**src/rtl/ser_feed_pkg.sv**
```systemverilog
// ser_feed_pkg: shared types and limits for the ser_feed serialiser.
//   state_t      - feeder FSM encoding
//   DIV_MIN/MAX  - legal clocks-per-bit range
//   WIDTH_MIN/MAX- legal data word width range
//   div_cnt_w()  - divider counter width for a given DIV
package ser_feed_pkg;

   typedef enum logic {
      ST_IDLE  = 1'b0,
      ST_SHIFT = 1'b1
   } state_t;

   localparam int DIV_MIN   = 2;
   localparam int DIV_MAX   = 1023;
   localparam int WIDTH_MIN = 1;
   localparam int WIDTH_MAX = 16;

   function automatic int div_cnt_w(input int div);
      return (div > 1) ? $clog2(div) : 1;
   endfunction

endpackage

```
**src/rtl/ser_feed_ce_gen.sv**
```systemverilog
// ce_gen: bit-rate strobe generator.
//   clk  - system clock
//   rn   - async active-low reset
//   en   - count enable
//   clr  - synchronous clear; next enabled cycle starts a fresh period
//   tick - registered strobe, high in the last cycle of every DIV-cycle period
module ce_gen
   import ser_feed_pkg::*;
#(
   parameter int DIV = 10
) (
   input  logic clk,
   input  logic rn,
   input  logic en,
   input  logic clr,
   output logic tick
);

   localparam int CW = div_cnt_w(DIV);
   localparam logic [CW-1:0] LAST = CW'(DIV - 1);
   localparam logic [CW-1:0] PRE  = CW'(DIV - 2);

   logic [CW-1:0] cnt;

   // tick is registered, so it is raised one count early to line up with cnt == LAST
   always_ff @(posedge clk or negedge rn) begin
      if (!rn) begin
         cnt  <= '0;
         tick <= 1'b0;
      end else if (clr) begin
         cnt  <= '0;
         tick <= 1'b0;
      end else if (en) begin
         cnt  <= (cnt == LAST) ? '0 : cnt + CW'(1);
         tick <= (cnt == PRE);
      end else begin
         tick <= 1'b0;
      end
   end

endmodule

```
**src/rtl/ser_feed.sv**
```systemverilog
// ser_feed: parallel-to-serial feeder for a downstream 4-bit shift register.
//   clk    - system clock
//   rn     - async active-low reset
//   din    - parallel word, taken on dvalid && dready
//   dvalid - din valid
//   dready - ready for a word (IDLE only)
//   sli    - registered serial data, MSB first
//   ce     - registered one-cycle shift strobe per bit
//   busy   - high while a word is being shifted
//   done   - one-cycle pulse after the last bit's strobe
//
// state    | meaning
// ---------+-----------------------------------------------
// ST_IDLE  | waiting for a word; sli at IDLE_LVL, dready=1
// ST_SHIFT | presenting bits; one ce per DIV cycles
module ser_feed
   import ser_feed_pkg::*;
#(
   parameter int   WIDTH    = 4,
   parameter int   DIV      = 10,
   parameter logic IDLE_LVL = 1'b0
) (
   input  logic             clk,
   input  logic             rn,
   input  logic [WIDTH-1:0] din,
   input  logic             dvalid,
   output logic             dready,
   output logic             sli,
   output logic             ce,
   output logic             busy,
   output logic             done
);

   generate
      if (DIV < DIV_MIN || DIV > DIV_MAX) begin : g_bad_div
         $fatal(1, "ser_feed: DIV out of range");
      end
      if (WIDTH < WIDTH_MIN || WIDTH > WIDTH_MAX) begin : g_bad_width
         $fatal(1, "ser_feed: WIDTH out of range");
      end
   endgenerate

   localparam int BW = (WIDTH > 1) ? $clog2(WIDTH) : 1;

   state_t           state, state_nx;
   logic [WIDTH-1:0] shreg, shreg_nx;
   logic [BW-1:0]    bitcnt, bitcnt_nx;
   logic             sli_nx, done_nx;
   logic             tick;

   assign dready = (state == ST_IDLE);
   assign busy   = (state == ST_SHIFT);
   assign ce     = tick;

   // held clear in IDLE so the first bit period starts exactly at the handshake edge
   ce_gen #(.DIV(DIV)) u_ce_gen (
      .clk  (clk),
      .rn   (rn),
      .en   (busy),
      .clr  (dready),
      .tick (tick)
   );

   always_ff @(posedge clk or negedge rn) begin
      if (!rn) begin
         state  <= ST_IDLE;
         shreg  <= '0;
         bitcnt <= '0;
         sli    <= IDLE_LVL;
         done   <= 1'b0;
      end else begin
         state  <= state_nx;
         shreg  <= shreg_nx;
         bitcnt <= bitcnt_nx;
         sli    <= sli_nx;
         done   <= done_nx;
      end
   end

   // sli only moves on the edge that ends a ce cycle, so it is stable while ce=1
   always_comb begin
      state_nx  = state;
      shreg_nx  = shreg;
      bitcnt_nx = bitcnt;
      sli_nx    = sli;
      done_nx   = 1'b0;
      case (state)
         ST_IDLE: begin
            sli_nx = IDLE_LVL;
            if (dvalid) begin
               state_nx  = ST_SHIFT;
               shreg_nx  = din;
               bitcnt_nx = BW'(WIDTH - 1);
               sli_nx    = din[WIDTH-1];
            end
         end
         ST_SHIFT: begin
            if (tick) begin
               if (bitcnt == '0) begin
                  state_nx = ST_IDLE;
                  sli_nx   = IDLE_LVL;
                  done_nx  = 1'b1;
               end else begin
                  shreg_nx  = shreg << 1;
                  sli_nx    = shreg_nx[WIDTH-1];
                  bitcnt_nx = bitcnt - BW'(1);
               end
            end
         end
         default: state_nx = ST_IDLE;
      endcase
   end

endmodule
```
**config.mk**
```make
export PLATFORM = sky130hd
export DESIGN_NAME = ser_feed
export DESIGN_NICKNAME = d
export VERILOG_FILES = /design/src/rtl/ser_feed_pkg.sv /design/src/rtl/ser_feed_ce_gen.sv /design/src/rtl/ser_feed.sv
export SDC_FILE = /design/constraint.sdc
export NUM_CORES = 1
export LEC_CHECK = 0
export BUFFER_PORTS_ARGS = -buffer_cell sky130_fd_sc_hd__buf_2
export CAP_MARGIN = 20
export CORE_AREA = 2 2 39 41
export CTS_BUF_LIST = sky130_fd_sc_hd__clkbuf_2
export DETAILED_ROUTE_END_ITERATION = 16
export DIE_AREA = 0 0 41 43
export PLACE_DENSITY_LB_ADDON = 0.1
export SYNTH_ARGS = -nofsm -noshare
export SYNTH_HDL_FRONTEND = slang
export SYNTH_HIERARCHICAL = 1
export SYNTH_SLANG_ARGS = --single-unit
export TNS_END_PERCENT = 50
```
**constraint.sdc**
```tcl
create_clock -name clk -period 1.5 [get_ports clk]
set_input_delay 0.15 -clock clk [delete_from_list [all_inputs] [get_ports clk]]
set_output_delay 0.15 -clock clk [all_outputs]
set_load 0.02 [all_outputs]
```
Word level (Yosys, flattened, before mapping)
Index checks and enable logic that the tools add are counted.
Widths: inputs -> output; s select.
Storage, ports and cells
  word-level logic and storage cells: 39
  output and inout port bits: 5
  flip-flop bits (word level): 13
Cells by class
  equal/unequal tests: 5
  add/sub/neg operators: 2
  reduce and logical (&&, ||, !) cells: 2
  muxes and demuxes: 22
  bitwise logic cells: 1
Operators by type and width (number)
  $mux 1: 10
  $mux 3: 3
  $eq 4x4->1 const B: 2
  $mux 4: 2
  $mux 2: 3
  $pmux 3 s2: 1
  $add 4x1->4 const B: 1
  $ne 2x2->1 const B: 2
  $pmux 1 s2: 2
  $pmux 2 s2: 1
  $reduce_and 3->1: 1
  $logic_not 2->1: 1
  $ne 2x1->1 const B: 1
  $sub 2x1->2 const B: 1
  $not 1->1: 1

Logic depth before layout (Yosys ltp)
Gate-level depths: netlist of the first run.
  word-level depth: 4
  mapped depth: 5
  mapped depth without buffers: 5

Cells and area by module
The synthesis of the first run kept the hierarchy.
Modules (own cells, without submodules)
  ser_feed: area each 380.4 µm², cells an instance 37, times used 1
  ce_gen: area each 239.0 µm², cells an instance 21, times used 1

Least setup slack after synthesis of the first run
Ideal clock, no wire load.
  path kind: flip-flop to flip-flop
  start point: register state, in the netlist busy
  end point: register u_ce_gen.tick
  arrival: 1245 ps
  period minus slack after synthesis: 1312 ps
  path buffers: 1
  path slack: 188 ps
  stages on the path, launching flop included: 5
  cells stage by stage: dfrtp_1 buf_6 inv_1 nor4b_1 and3_1
On the way
  cells in the longest elaborated chain, start to end: 1
Ends and longest elaborated chain
  start, declared: RTL line ser_feed.sv:45  | state_t state, state_nx;
  start signal, assigned: RTL line ser_feed.sv:72  | state <= state_nx;
  $mux 1: RTL line ser_feed_ce_gen.sv:30  | end else if (clr) begin
  end signal, assigned: RTL line ser_feed_ce_gen.sv:35  | tick <= (cnt == PRE);
  end, declared: RTL line ser_feed_ce_gen.sv:16  | output logic tick
No other way between the ends.
A chain may end at the register's enable or synchronous reset.

Final worst setup path of the first run
  start point: register state, in the netlist busy
  end point: output port dready
On the way
  cells in the longest elaborated chain, start to end: 1
Ends and longest elaborated chain
  $not 1->1
  end, declared: RTL line ser_feed.sv:27  | output logic dready,
No other way between the ends.

==> results.sh, run 1 <==
export IMPL_status="finished, final reports clean"
export IMPL_fmax_mhz=746
export IMPL_initialDrtViolationCount=5
export IMPL_fp_dieH_um=43
export IMPL_core_area_um2=1380
export IMPL_tightestPinTransition_ns=0.293
export IMPL_place_hpwl_um=761
export IMPL_fin_worst_skew_ns=0.00733
export IMPL_r2r_end="shreg[1]$_DFFE_PN0P_"
export IMPL_cts_buffers=3
export IMPL_first_global_vias=402
export IMPL_cp_arrival_ns=1.19
export IMPL_drcViolationCount=0
export IMPL_finish_net_count=82
export IMPL_critPathRequiredTime_ns=1.35
export IMPL_drtAntennaViolNets=0
export IMPL_clockBufferDepth=2
export IMPL_initial_core_util_pct=44.8
export IMPL_period_share_pct=89.4
export IMPL_cts_setup_buffers=0
export IMPL_via_per_inst=5.18
export IMPL_hold_viol=0
export IMPL_final_common_cell="dfrtp_1"
export IMPL_cts_sinks=13
export IMPL_ios=12
export IMPL_multi_input_area_um2=268
export IMPL_vias=461
export IMPL_worst_setup_path_end_kind="output port"
export IMPL_numPortBuffers=11
export IMPL_grt_setup_unrepaired="false"
export IMPL_wire_per_inst_um=12.1
export IMPL_rr_startpoint="bitcnt[0]$_DFFE_PN0P_"
export IMPL_drv_cap=0
export IMPL_grt_use_total_pct=15.4
export IMPL_setup_tns_ns=0
export IMPL_post_route_util_pct=51.6
export IMPL_design_die_area_um2=1760
export IMPL_htree_levels=1
export IMPL_rows=14
export IMPL_synth_top_area_cell="dfrtp_1"
export IMPL_tritoncts="done"
export IMPL_critical_path_class="flop to output port"
export IMPL_powerDensity_nw_per_um2=1800
export IMPL_grt_max_degree=15
export IMPL_p_leak_uw=0.000351
export IMPL_antenna_cells=0
export IMPL_min_from="din[0]"
export IMPL_drive_above_1_share_pct=32.9
export IMPL_clk_latency_ns=0.26
export IMPL_ys_seq_area_share_pct=52.5
export IMPL_clkTransAtPathRegs_ns=0.13
export IMPL_root_buffer="clkbuf_2"
export IMPL_die_w_um=41
export IMPL_synth_top_area_share_pct=52.5
export IMPL_slew_limit_headroom_pct=80.5
export IMPL_mostFrequentLayoutCells="dfrtp_1, buf_2, nor2_1"
export IMPL_synth_area_um2=619
export IMPL_hold_depth=3
export IMPL_synthCells=58
export IMPL_irDropWorstVdd_mv=0.840
export IMPL_synth_seq_cells=13
export IMPL_min_period_ns=1.34
export IMPL_regArea_um2=327
export IMPL_worstPathMaxFanout=14
export IMPL_syn_to_final_growth_pct=15.4
export IMPL_fillCellCount=135
export IMPL_min_to="shreg[0]$_DFFE_PN0P_"
export IMPL_grt_antenna_before_repair=0
export IMPL_finalMaxSlewViolations=0
export IMPL_grt_pass1_wl_mm=1.81
export IMPL_hp_class="input pin to flop"
export IMPL_grt_overflow=0
export IMPL_yosysWarnings=6
export IMPL_start_kind="flop"
export IMPL_synth_nets=66
export IMPL_ys_types=26
export IMPL_place_congestion=0.812
export IMPL_ff2ff_path_depth=5
export IMPL_rrSetupSlack_ns=0.23
export IMPL_syn_area_per_cell_um2=10.7
export IMPL_setup_viol=0
export IMPL_synth_area_top_cells="dfrtp_1, nor2_1, a21oi_1, xnor2_1, o32ai_2"
export IMPL_wl_mm=1.08
export IMPL_firstDrtPassIters=4
## registers in the layout, indices dropped and copies added, names as in the netlist
name / cells
done: 1
shreg: 3
busy: 1
u_ce_gen/cnt: 4
bitcnt: 2
sli: 1
u_ce_gen/tick: 1
## through the flow
step,area [um2],worst slack [ns],instances,hold slack [ns],total power [uW]
finish,714,0.159,89,0.0762,1290
global route,714,0.0647,89,0.0622,1400
CTS,713,0.0334,89,0.0685,1300
detailed placement,683,0.191,84,0.0510,1110
global placement,683,0.208,84,0.0517,1110
floorplan,619,0.188,58,-0.146,1000
## synthesized netlist by cell type, drive strengths merged
cell type  instances
dfrtp             13
nor2               6
a21oi              4
inv                4
nand2              4
nand2b             3
nor3               3
and3               2
nand3              2
nand3b             2
o21ai              2
o22ai              2
xnor2              2
a211o              1
a31oi              1
and3b              1
buf                1
ha                 1
mux2               1
nor2b              1
nor4b              1
o32ai              1
## cells by family after synthesis
kind of cell               Yosys count  synth area share [%]
buffers and inverters                5                  4.24
DFF                                 13                  52.5
adders and majority gates            1                  2.02
AOI/OAI and AO/OA                   11                  11.9
muxes                                1                  1.82
xor gates and xnor gates             2                  2.83
and+or+nand+nor                     25                  24.6
## area by class of cell
| cell class | instances | share of cell area (%) |
|---|---|---|
| flip-flops and latches | 13 | 45.7 |
| multi-input cells | 40 | 37.5 |
| repair buffers | 12 | 9.11 |
| clock buffers | 4 | 2.80 |
| well taps | 16 | 2.80 |
| inverters | 4 | 2.10 |
## what timing repair did
item,in CTS,in global routing
gates resized for setup,0,1
hold buffers,1,0
endpoints found under the setup margin,0,1
endpoints found under the hold margin,13,0
## power breakdown
group          internal [uW]  total [uW]  switching [uW]  leakage, uW
logic                    251         501             250     0.000179
registers                490         603             113     0.000155
clock network           70.8         182             111    0.0000166
total                    812        1290             473     0.000351
## worst max-delay path: stages (launching register included)
cell	delay, ns
dfrtp_2	0.52
inv_1	0.21
buf_2	0.20
## routing by layer
layer / vias to the layer above / GRT usage, % / wire [um]
met5: - / 0 / 0
met4: 0 / 6.00 / 0
met3: 0 / 6.28 / 54
met2: 14 / 18.4 / 477
met1: 216 / 24.2 / 544
li1: 231 / - / -
## how the worst max path moves through the flow
stage / to / cells after the start / startpoint / slack, ns
final: dready / 2 / busy$_DFF_PN0_ / 0.16
after global routing: dready / 2 / busy$_DFF_PN0_ / 0.06
after CTS: dready / 2 / busy$_DFF_PN0_ / 0.03
after floorplan: u_ce_gen/tick$_DFF_PN0_ / 4 / busy$_DFF_PN0_ / 0.19
after detailed placement: u_ce_gen/tick$_DFF_PN0_ / 3 / busy$_DFF_PN0_ / 0.19
after global placement: u_ce_gen/cnt[3]$_DFFE_PN0P_ / 3 / busy$_DFF_PN0_ / 0.21
(Power assumes the default switching activity.)
==> inputs of run 2 (changes only) <==
--- a/config.mk
+++ b/config.mk
@@ -8,10 +8,9 @@
 export BUFFER_PORTS_ARGS = -buffer_cell sky130_fd_sc_hd__buf_2
 export CAP_MARGIN = 20
 export CORE_AREA = 2 2 39 41
-export CTS_BUF_LIST = sky130_fd_sc_hd__clkbuf_2
 export DETAILED_ROUTE_END_ITERATION = 16
 export DIE_AREA = 0 0 41 43
-export PLACE_DENSITY_LB_ADDON = 0.1
+export PLACE_DENSITY = 0.75
 export SYNTH_ARGS = -nofsm -noshare
 export SYNTH_HDL_FRONTEND = slang
 export SYNTH_HIERARCHICAL = 1
==> run 2 against run 1 <==
Design area up 0.88%. Core utilization grew 0.45 points. Sequential power about the same. Critical path depth increased by 3. Clock skew hardly changed. Largest cell class unchanged. Clock power is 19% higher. Highest routed layer is now met4. Non-clock buffer count unchanged.
==> results.sh, run 2 (synthesized netlist as in run 1, its figures left out) <==
export IMPL_status="finished, final reports clean"
export IMPL_p_leak_uw=0.000350
export IMPL_root_buffer="clkbuf_4"
export IMPL_htree_levels=1
export IMPL_placedCellCount=84
export IMPL_setup_tns_ns=0
export IMPL_min_to="shreg[0]$_DFFE_PN0P_"
export IMPL_via_per_inst=5.22
export IMPL_stdcell_area_um2=721
export IMPL_ff2ff_path_depth=5
export IMPL_clkTransAtPathRegs_ns=0.08
export IMPL_rrSetupSlack_ns=0.17
export IMPL_place_hpwl_um=732
export IMPL_fillCellCount=123
export IMPL_vias=465
export IMPL_reg_largest_list="u_ce_gen/cnt: 4 flops, shreg: 3 flops, bitcnt: 2 flops"
export IMPL_design_die_area_um2=1760
export IMPL_period_share_pct=88.8
export IMPL_p_int_uw=846
export IMPL_grt_pass1_wl_mm=1.62
export IMPL_grt_use_total_pct=14.1
export IMPL_r2r_end="shreg[1]$_DFFE_PN0P_"
export IMPL_fin_worst_skew_ns=0.00770
export IMPL_finalMaxSlewViolations=0
export IMPL_tightestPinTransition_ns=0.289
export IMPL_initialDrtViolationCount=16
export IMPL_wire_per_inst_um=12.2
export IMPL_worst_setup_path_end_kind="flop"
export IMPL_finalPower_uw=1330
export IMPL_core_area_um2=1380
export IMPL_min_period_ns=1.33
export IMPL_worstPathMaxFanout=5
export IMPL_grt_overflow=0
export IMPL_firstDrtPassIters=5
export IMPL_initial_core_util_pct=44.8
export IMPL_critical_path_class="flop to flop"
export IMPL_rows=14
export IMPL_mostFrequentLayoutCells="dfrtp_1, buf_2, nor2_1"
export IMPL_multi_input_area_um2=268
export IMPL_antenna_cells=0
export IMPL_regArea_um2=327
export IMPL_slew_limit_headroom_pct=80.7
export IMPL_rr_startpoint="bitcnt[0]$_DFFE_PN0P_"
export IMPL_placedInstanceArea_um2=683
export IMPL_grt_max_degree=15
export IMPL_critPathRequiredTime_ns=1.67
export IMPL_cp_arrival_ns=1.50
export IMPL_cts_buffers=3
export IMPL_switchingPower_uw=484
export IMPL_start_kind="flop"
export IMPL_place_congestion=0.724
export IMPL_die_w_um=41
export IMPL_wl_mm=1.09
export IMPL_hold_depth=3
export IMPL_clk_latency_ns=0.28
export IMPL_clockBufferDepth=2
export IMPL_hp_class="input pin to flop"
export IMPL_drtAntennaViolNets=0
export IMPL_drcViolationCount=0
export IMPL_irDropWorstVdd_mv=0.682
export IMPL_fp_dieH_um=43
export IMPL_ios=12
export IMPL_fmax_mhz=751
export IMPL_hold_viol=0
export IMPL_finish_net_count=82
export IMPL_final_common_cell="dfrtp_1"
export IMPL_grt_antenna_before_repair=0
export IMPL_p_clk_share_pct=16.3
export IMPL_min_from="din[0]"
export IMPL_cp_startpoint="bitcnt[0]$_DFFE_PN0P_"
export IMPL_drive_above_1_share_pct=31.5
export IMPL_first_global_vias=415
export IMPL_largest_reg_flops=4
export IMPL_instances_no_fill=89
export IMPL_drv_cap=0
export IMPL_grt_setup_unrepaired="false"
export IMPL_pwr_share_comb_pct=38.2
export IMPL_setup_viol=0
export IMPL_largest_register="u_ce_gen/cnt"
export IMPL_seqPwrFrac_pct=45.6
export IMPL_tritoncts="done"
export IMPL_syn_to_final_growth_pct=16.4
export IMPL_p_sw_share_pct=36.4
export IMPL_numPortBuffers=11
export IMPL_powerDensity_nw_per_um2=1850
export IMPL_cts_sinks=13
run 2: cell count changes in the layout (fill, tap and decap cells not counted):
cell / change
clkbuf_2: -4
clkbuf_4: +3
clkbuf_1: +1
run 2: per-stage QoR:
step / hold slack (ns) / utilization [%] / setup WS, ns
final: 0.0580 / 52.1 / 0.168
after global routing: 0.0834 / 52.1 / 0.115
after CTS: 0.0633 / 52.0 / 0.0692
after detailed placement: 0.0508 / 49.4 / 0.214
after global placement: 0.0502 / 49.4 / 0.259
after floorplan: -0.146 / - / 0.188
run 2: per-layer routing:
metal	wire, um	up-vias	GRT usage [%]
li1	-	234	-
met1	546	211	17.3
met2	440	15	19.7
met3	63	5	3.14
met4	37	0	12.0
met5	0	-	0
run 2: worst max-delay path, cell delays in order (launching register included):
cell and delay [ns]:
dfrtp_1 0.38, inv_1 0.05, ha_1 0.22, nand3b_1 0.26
o22ai_1 0.23, nor2_1 0.08
run 2: power by group through the flow:
stage	Sequential (uW)	Clock, uW	Combinational [uW]
floorplan	616	0	384
global placement	605	0	489
detailed placement	610	0	505
CTS	604	216	511
global route	627	230	568
finish	606	216	508
run 2: worst max-delay path by stage:
stage          slack (ns)  depth (start not counted)                     endpoint
3_3_place_gp         0.26                          3      u_ce_gen/tick$_DFF_PN0_
2_1_floorplan        0.19                          4      u_ce_gen/tick$_DFF_PN0_
6_report             0.17                          5         shreg[1]$_DFFE_PN0P_
3_5_place_dp         0.21                          3  u_ce_gen/cnt[3]$_DFFE_PN0P_
5_1_grt              0.11                          2                       dready
4_1_cts              0.07                          2                       dready
run 2: timing repair:
action	in CTS	in global routing
resized for setup	0	1
buffers inserted	0	0
endpoints found under the setup margin	0	1
hold buffers	1	0
endpoints found under the hold margin	13	0
run 2: layout make-up:
| cell class | count | area share (%) |
|---|---|---|
| timing repair buffer | 12 | 9.03 |
| multi-input combinational | 40 | 37.2 |
| inverter | 4 | 2.08 |
| clock buffer | 4 | 3.65 |
| sequential | 13 | 45.3 |
| tap | 16 | 2.78 |
==> inputs of run 3 (changes only) <==
--- a/config.mk
+++ b/config.mk
@@ -7,10 +7,10 @@
 export LEC_CHECK = 0
 export BUFFER_PORTS_ARGS = -buffer_cell sky130_fd_sc_hd__buf_2
 export CAP_MARGIN = 20
-export CORE_AREA = 2 2 39 41
+export CORE_MARGIN = 2
+export CORE_UTILIZATION = 40
 export DETAILED_ROUTE_END_ITERATION = 16
-export DIE_AREA = 0 0 41 43
-export PLACE_DENSITY = 0.75
+export PLACE_DENSITY = 0.67
 export SYNTH_ARGS = -nofsm -noshare
 export SYNTH_HDL_FRONTEND = slang
 export SYNTH_HIERARCHICAL = 1
==> run 3 against run 2 <==
Via count down 4.1%. Critical path type is now flop to output port. Critical endpoint is now dready. Largest power group unchanged. First-iteration DRC count decreased by 50%. Sequential power about the same.
==> results.sh, run 3 (synthesized netlist as in run 1, its figures left out) <==
export IMPL_vias=446
export IMPL_reg_largest_list="u_ce_gen/cnt: 4 flops, shreg: 3 flops, bitcnt: 2 flops"
export IMPL_multi_input_area_um2=268
export IMPL_firstDrtPassIters=2
export IMPL_cpPeakStageDelay_ns=0.50
export IMPL_setup_tns_ns=0
export IMPL_grt_setup_unrepaired="false"
export IMPL_antenna_cells=0
export IMPL_critical_path_class="flop to output port"
export IMPL_place_hpwl_um=727
export IMPL_die_w_um=43.4
export IMPL_largest_reg_flops=4
export IMPL_finalPower_uw=1310
export IMPL_wire_per_inst_um=11.1
export IMPL_cp_startpoint="busy$_DFF_PN0_"
export IMPL_drtAntennaViolNets=0
export IMPL_p_leak_uw=0.000350
export IMPL_grt_antenna_before_repair=0
export IMPL_largest_register="u_ce_gen/cnt"
export IMPL_tritoncts="done"
export IMPL_placedCellCount=84
export IMPL_holdWs_ns=0.0639
export IMPL_path_buf_inv=2
export IMPL_slowest_stage="dfrtp_2"
export IMPL_post_route_util_pct=49.0
export IMPL_worstPathCellList="inv_1 -> buf_2"
export IMPL_numPortBuffers=11
export IMPL_via_per_inst=5.01
export IMPL_tightestPinTransition_ns=0.280
export IMPL_worst_setup_path_end_kind="output port"
export IMPL_initialDrtViolationCount=8
export IMPL_cts_buffers=3
export IMPL_finalMaxSlewViolations=0
export IMPL_worstPathMaxFanout=14
export IMPL_rr_startpoint="bitcnt[0]$_DFFE_PN0P_"
export IMPL_final_common_cell="dfrtp_1"
export IMPL_min_from="din[0]"
export IMPL_place_congestion=0.742
export IMPL_clkTransAtPathRegs_ns=0.08
export IMPL_root_buffer="clkbuf_4"
export IMPL_cp_arrival_ns=1.17
export IMPL_grt_use_total_pct=12.9
export IMPL_htree_levels=1
export IMPL_cts_sinks=13
export IMPL_drive_above_1_share_pct=31.5
export IMPL_initial_core_util_pct=42.1
export IMPL_core_area_um2=1470
export IMPL_min_period_ns=1.32
export IMPL_hp_class="input pin to flop"
export IMPL_ios=12
export IMPL_instances_no_fill=89
export IMPL_regArea_um2=327
export IMPL_setup_viol=0
export IMPL_drcViolationCount=0
export IMPL_fillCellCount=143
export IMPL_powerDensity_nw_per_um2=1820
export IMPL_hold_viol=0
export IMPL_status="finished, final reports clean"
export IMPL_critPathRequiredTime_ns=1.35
export IMPL_start_kind="flop"
export IMPL_irDropWorstVdd_mv=0.729
export IMPL_fp_dieH_um=43.4
export IMPL_wl_um=990
export IMPL_fin_worst_skew_ns=0.00552
export IMPL_finish_net_count=82
export IMPL_clk_latency_ns=0.27
export IMPL_grt_overflow=0
export IMPL_rows=14
export IMPL_fmax_mhz=756
export IMPL_grt_max_degree=15
export IMPL_grt_pass1_wl_mm=1.79
export IMPL_cts_setup_buffers=0
export IMPL_first_global_vias=411
export IMPL_design_die_area_um2=1880
export IMPL_mostFrequentLayoutCells="dfrtp_1, buf_2, nor2_1"
export IMPL_drv_cap=0
export IMPL_clockBufferDepth=2
export IMPL_syn_to_final_growth_pct=16.4
export IMPL_crit_family="flip-flops"
export IMPL_slew_limit_headroom_pct=81.3
export IMPL_period_share_pct=88.2
## run 3: final cells by class
cell class,count,share of cell area (%)
clock buffer,4,3.65
tap,16,2.78
inverter,4,2.08
multi-input combinational,40,37.2
sequential,13,45.3
timing repair buffer,12,9.03
## run 3: metal layers
metal | GRT usage (%) | vias up | share of wire (%)
met5 | 0 | - | 0
met4 | 5.45 | 0 | 0
met3 | 3.75 | 0 | 5.2
met2 | 17.9 | 10 | 43
met1 | 18.9 | 203 | 51
li1 | - | 233 | -
## run 3: stage by stage
stage,instance area [um2],setup WS (ns)
after global placement,683,0.185
after floorplan,619,0.188
after global routing,721,0.0987
after detailed placement,683,0.158
final,721,0.177
after CTS,719,0.0246
## run 3: where the power goes
group          internal (uW)  switching, uW
logic                    252            248
registers                492            113
clock network            103            106
## run 3: final timing paths
path                                         end  slack, ns  cells past startpoint
min reg2reg                bitcnt[0]$_DFFE_PN0P_       0.48                      1
min                         shreg[0]$_DFFE_PN0P_       0.06                      3
max in group asynchronous         busy$_DFF_PN0_       0.96                      2
min in group asynchronous   shreg[0]$_DFFE_PN0P_       0.30                      2
max reg2reg                 shreg[1]$_DFFE_PN0P_       0.27                      5
max                                       dready       0.18                      2
## run 3: worst min-delay path: stages
cell and delay (ns):
buf_2 0.07, nand2_1 0.04, nand2_1 0.04
## run 3: repair_timing
item,CTS,global route
resized for setup,0,1
hold endpoints to repair,13,0
hold buffers,1,0
setup endpoints to repair,0,1
